--- src/rtl/wb_regfile.sv ---
// wb_regfile: 32-entry integer register file on the MEM/WB writeback side.
// Two bypassed read ports, a RAW scoreboard with stall, and a retired-write counter.
module wb_regfile #(
  parameter int XLEN  = 32,
  parameter int CNT_W = 16
) (
  input  logic             clk,
  input  logic             reset,
  input  logic             wb_en,
  input  logic [4:0]       wb_rd,
  input  logic [XLEN-1:0]  wb_data,
  input  logic [4:0]       rs1_addr,
  input  logic [4:0]       rs2_addr,
  output logic [XLEN-1:0]  rs1_data,
  output logic [XLEN-1:0]  rs2_data,
  input  logic             issue_valid,
  input  logic             issue_wb,
  input  logic [4:0]       issue_rd,
  output logic             stall,
  output logic [31:0]      busy_mask,
  output logic [CNT_W-1:0] wr_count
);

  logic [XLEN-1:0]  r_regs [32];
  logic [31:1]      r_busy;
  logic [CNT_W-1:0] r_cnt;

  logic        w_wr;
  logic [31:0] w_busy;
  logic        w_byp1;
  logic        w_byp2;
  logic        w_hz1;
  logic        w_hz2;
  logic        w_issue;

  assign w_wr    = wb_en && (wb_rd != 5'd0);
  assign w_busy  = {r_busy, 1'b0};
  assign w_byp1  = wb_en && (wb_rd == rs1_addr);
  assign w_byp2  = wb_en && (wb_rd == rs2_addr);
  assign w_hz1   = (rs1_addr != 5'd0) && w_busy[rs1_addr] && !w_byp1;
  assign w_hz2   = (rs2_addr != 5'd0) && w_busy[rs2_addr] && !w_byp2;
  assign w_issue = issue_valid && !stall && issue_wb;

  assign stall     = w_hz1 || w_hz2;
  assign busy_mask = w_busy;
  assign wr_count  = r_cnt;

  // Read ports: x0 is hardwired, a same-cycle commit is forwarded.
  always_comb begin
    rs1_data = r_regs[rs1_addr];
    rs2_data = r_regs[rs2_addr];
    if (w_byp1) rs1_data = wb_data;
    if (w_byp2) rs2_data = wb_data;
    if (rs1_addr == 5'd0) rs1_data = '0;
    if (rs2_addr == 5'd0) rs2_data = '0;
  end

  // Register array: commit writeback, drop writes to x0.
  always_ff @(posedge clk) begin
    if (reset) begin
      for (int i = 0; i < 32; i++) r_regs[i] <= '0;
    end else if (w_wr) begin
      r_regs[wb_rd] <= wb_data;
    end
  end

  // Scoreboard: a new producer wins over a retiring one.
  always_ff @(posedge clk) begin
    if (reset) begin
      r_busy <= '0;
    end else begin
      for (int r = 1; r < 32; r++) begin
        if (w_issue && (issue_rd == 5'(r)))
          r_busy[r] <= 1'b1;
        else if (wb_en && (wb_rd == 5'(r)))
          r_busy[r] <= 1'b0;
      end
    end
  end

  // Retired-write counter, saturating at all-ones.
  always_ff @(posedge clk) begin
    if (reset)
      r_cnt <= '0;
    else if (w_wr && (r_cnt != '1))
      r_cnt <= r_cnt + 1'b1;
  end

endmodule

--- config.mk ---
export PLATFORM = sky130hd
export DESIGN_NAME = wb_regfile
export DESIGN_NICKNAME = d
export VERILOG_FILES = /design/src/rtl/wb_regfile.sv
export SDC_FILE = /design/constraint.sdc
export NUM_CORES = 2
export LEC_CHECK = 0
export BUFFER_PORTS_ARGS = -buffer_cell sky130_fd_sc_hd__buf_4
export CORE_ASPECT_RATIO = 0.9
export CORE_UTILIZATION = 25
export CTS_CLUSTER_SIZE = 10
export DETAILED_ROUTE_END_ITERATION = 16
export MAX_ROUTING_LAYER = met4
export PLACE_DENSITY = 0.47
export SLEW_MARGIN = 10
export SYNTH_ARGS = -nofsm -noshare
export SYNTH_HDL_FRONTEND = slang
export SYNTH_SLANG_ARGS = --single-unit
--- constraint.sdc ---
create_clock -name clk -period 6.1 [get_ports clk]
set_input_delay 0.915 -clock clk [delete_from_list [all_inputs] [get_ports clk]]
set_output_delay 0.915 -clock clk [all_outputs]
set_load 0.05 [all_outputs]
==> results.ini <==
[detailed_routing]
dr.pass1.iters=6
drtIter0Drc=5776
routed_wl_um=234400
ant_nets=0
avgRoutedWirePerCell_um=33.58
num_vias=37140
drc=0
vias_per_cell=5.320

[floorplan]
rows=167
die_x_um=508.9
start_util_pct=25.13
dieArea_um2=233200
fp.dieH_um=458.2
design.core.area_um2=230100
ios=170

[clocking]
clockBufferDepth=3
hold_buffers=0
cts_made_buffers=119
tritoncts=built
clk_latency_ps=760
cts_setup_buffers=0
root_buffer=clkbuf_16
path_clk_slew_ps=60
numClockSinks=1071
cts_htree_levels=3
cts_resized=0

[sta]
slew_violations=0
min_period_ps=5147
finalSetupViolCount=0
finalCritPeriodShare_pct=84.38
worst_pin_slew_ps=1217
tns_ps=0
rsz0062_at_grt=no
hold_viol=0
finClkSkew_ps=16.32
slew_headroom_pct=18.87
max_clock_freq_mhz=194.3

[finish]
layout.cells.non_filler=6981
final_core_util_pct=28.79
fin_area_um2=66230
drive_above_1_share_pct=28.68
finalNetCount=3937
area_growth_pct=14.57

[logic_synthesis]
async_flop_share_pct=0
yosys_warnings=0
synth_edf_count=1024
yosys.area.top_type=edfxtp_1
synth_cells=3815
synth_top_area_share_pct=53.19
syn_area_um2=57810
synth_flop_cell=edfxtp_1
synthTopCellsByCount=edfxtp_1, and2_1, mux4_2, clkbuf_1, mux2i_1
ys_seq_area_share_pct=54.82
syn_avg_cell_area_um2=15.15
ys_seq_elements=1071
ys_types=52
yosys.cell_count.top_type=edfxtp_1
yosys-top-cells-area=edfxtp_1, mux4_2, and2_1, mux2i_1, clkbuf_1

[global_route]
gr-usage-all-layers_pct=20.53
antenna_found_initial=38
grt_pass1_vias=36700
grt_max_degree=72
grt_pass1_wl_um=320200
overflow=0

[worst_setup_path]
worstReg2RegEnd=r_busy[6]
endpoint=rs2_data[10]
worstSetupPathType=input port to primary output
ff2ff_setup_slack_ps=3700
cp.arrival_ps=4230
reg2reg_from=r_busy[14]
cp-startpoint=rs2_addr[0]
r2r_cells=7
critPathLaunchType=input port
path_max_fanout=52
required_ps=5180
crit_path_end_kind=primary output

[pwr]
power_density_nw_per_um2=271.7
p_leak_uw=0.02228
p_total_uw=18000
vdd_drop_max_uv=247.5

[hold_path]
hold_path.class=input port to flop

[place]
numPortBuffers=168
gp_congestion=0.7906
dp.final_hpwl_um=132100
place_inst=6800
dpl_cell_area_um2=62910

[run_status]
status=finished, final reports clean

[job]
cap_violations=0

## cells by family (layout without fill, tap and decap cells)
logic type | after synthesis | after routing | share of synthesized area [%]
xor+xnor | 23 | 23 | 0.3485
compound gates | 272 | 272 | 2.989
flops | 1071 | 1071 | 54.82
other cells | 1 | 57 | 0.006487
mux | 737 | 737 | 25.26
fa+ha+maj | 1 | 1 | 0.02164
buf+inv | 412 | 480 | 3.262
simple gates | 1298 | 1298 | 13.29
## state kept, by name (all words and copies together) (netlist names)
signal and count:
r_busy 31, wr_count 16, r_regs 1024
## cells in the final DEF, fill, tap and decap left out, types with 21 or more instances in the layout
cell type,count
o221ai_1,21
a21oi_1,45
mux2i_1,136
clkbuf_16,123
edfxtp_1,1024
nor2_1,58
o31ai_1,48
o22ai_1,39
mux2_2,26
or2_2,32
nor2_4,32
buf_12,25
buf_4,285
dfxtp_1,47
conb_1,33
and2_1,992
nor2b_1,32
diode_2,24
clkbuf_1,24
o21ai_0,70
nand2_1,86
mux4_2,575
## critical path, stage by stage
cell and delay [ps]:
buf_8 590, xor2_1 170, nor4_1 530, nand3_4 90, buf_4 340, o21ai_0 1060
nor2_1 120, buf_4 250
## worst min-delay path by stage
| stage | cells after the start | to | from | slack [ps] |
|---|---|---|---|---|
| 5_1_grt | 2 | wr_count[12] | reset | 490 |
| 3_3_place_gp | 2 | wr_count[13] | wr_count[13] | 510 |
| 2_1_floorplan | 2 | r_busy[4] | r_busy[4] | 710 |
| 4_1_cts | 2 | wr_count[12] | reset | 470 |
| 6_report | 2 | wr_count[15] | reset | 510 |
| 3_5_place_dp | 2 | wr_count[13] | wr_count[13] | 510 |
## metal layers
layer | vias to the layer above | global-route usage (%) | routed length [um]
met4 | 0 | 4.179 | 4128
met5 | - | - | 0
met2 | 2174 | 29.21 | 102700
met1 | 19950 | 29.97 | 103800
met3 | 286 | 4.134 | 23860
li1 | 14720 | - | -
## where the power goes
part           total [uW]  switching [uW]  internal, uW
sequential           8640             198          8440
clock                6650            3050          3610
combinational        2700            1670          1040
## final cells by class
cell class	instances	area (um^2)
Fill cell	22840	163800
Tap cell	3042	3806
Timing Repair Buffer	317	2734
Antenna cell	24	60.06
Multi-Input combinational cell	2364	24660
Sequential cell	1071	31690
Clock buffer	150	3209
Clock inverter	7	50.05
Inverter	6	22.52
## per-stage QoR
stage          setup slack, ps  hold WS [ps]
2_1_floorplan             1674         707.4
6_report                 952.9         507.2
4_1_cts                   1030         465.6
3_5_place_dp              1043         510.9
3_3_place_gp              1086         506.7
5_1_grt                  949.5         492.6
Power figures use the tool's default switching activity.
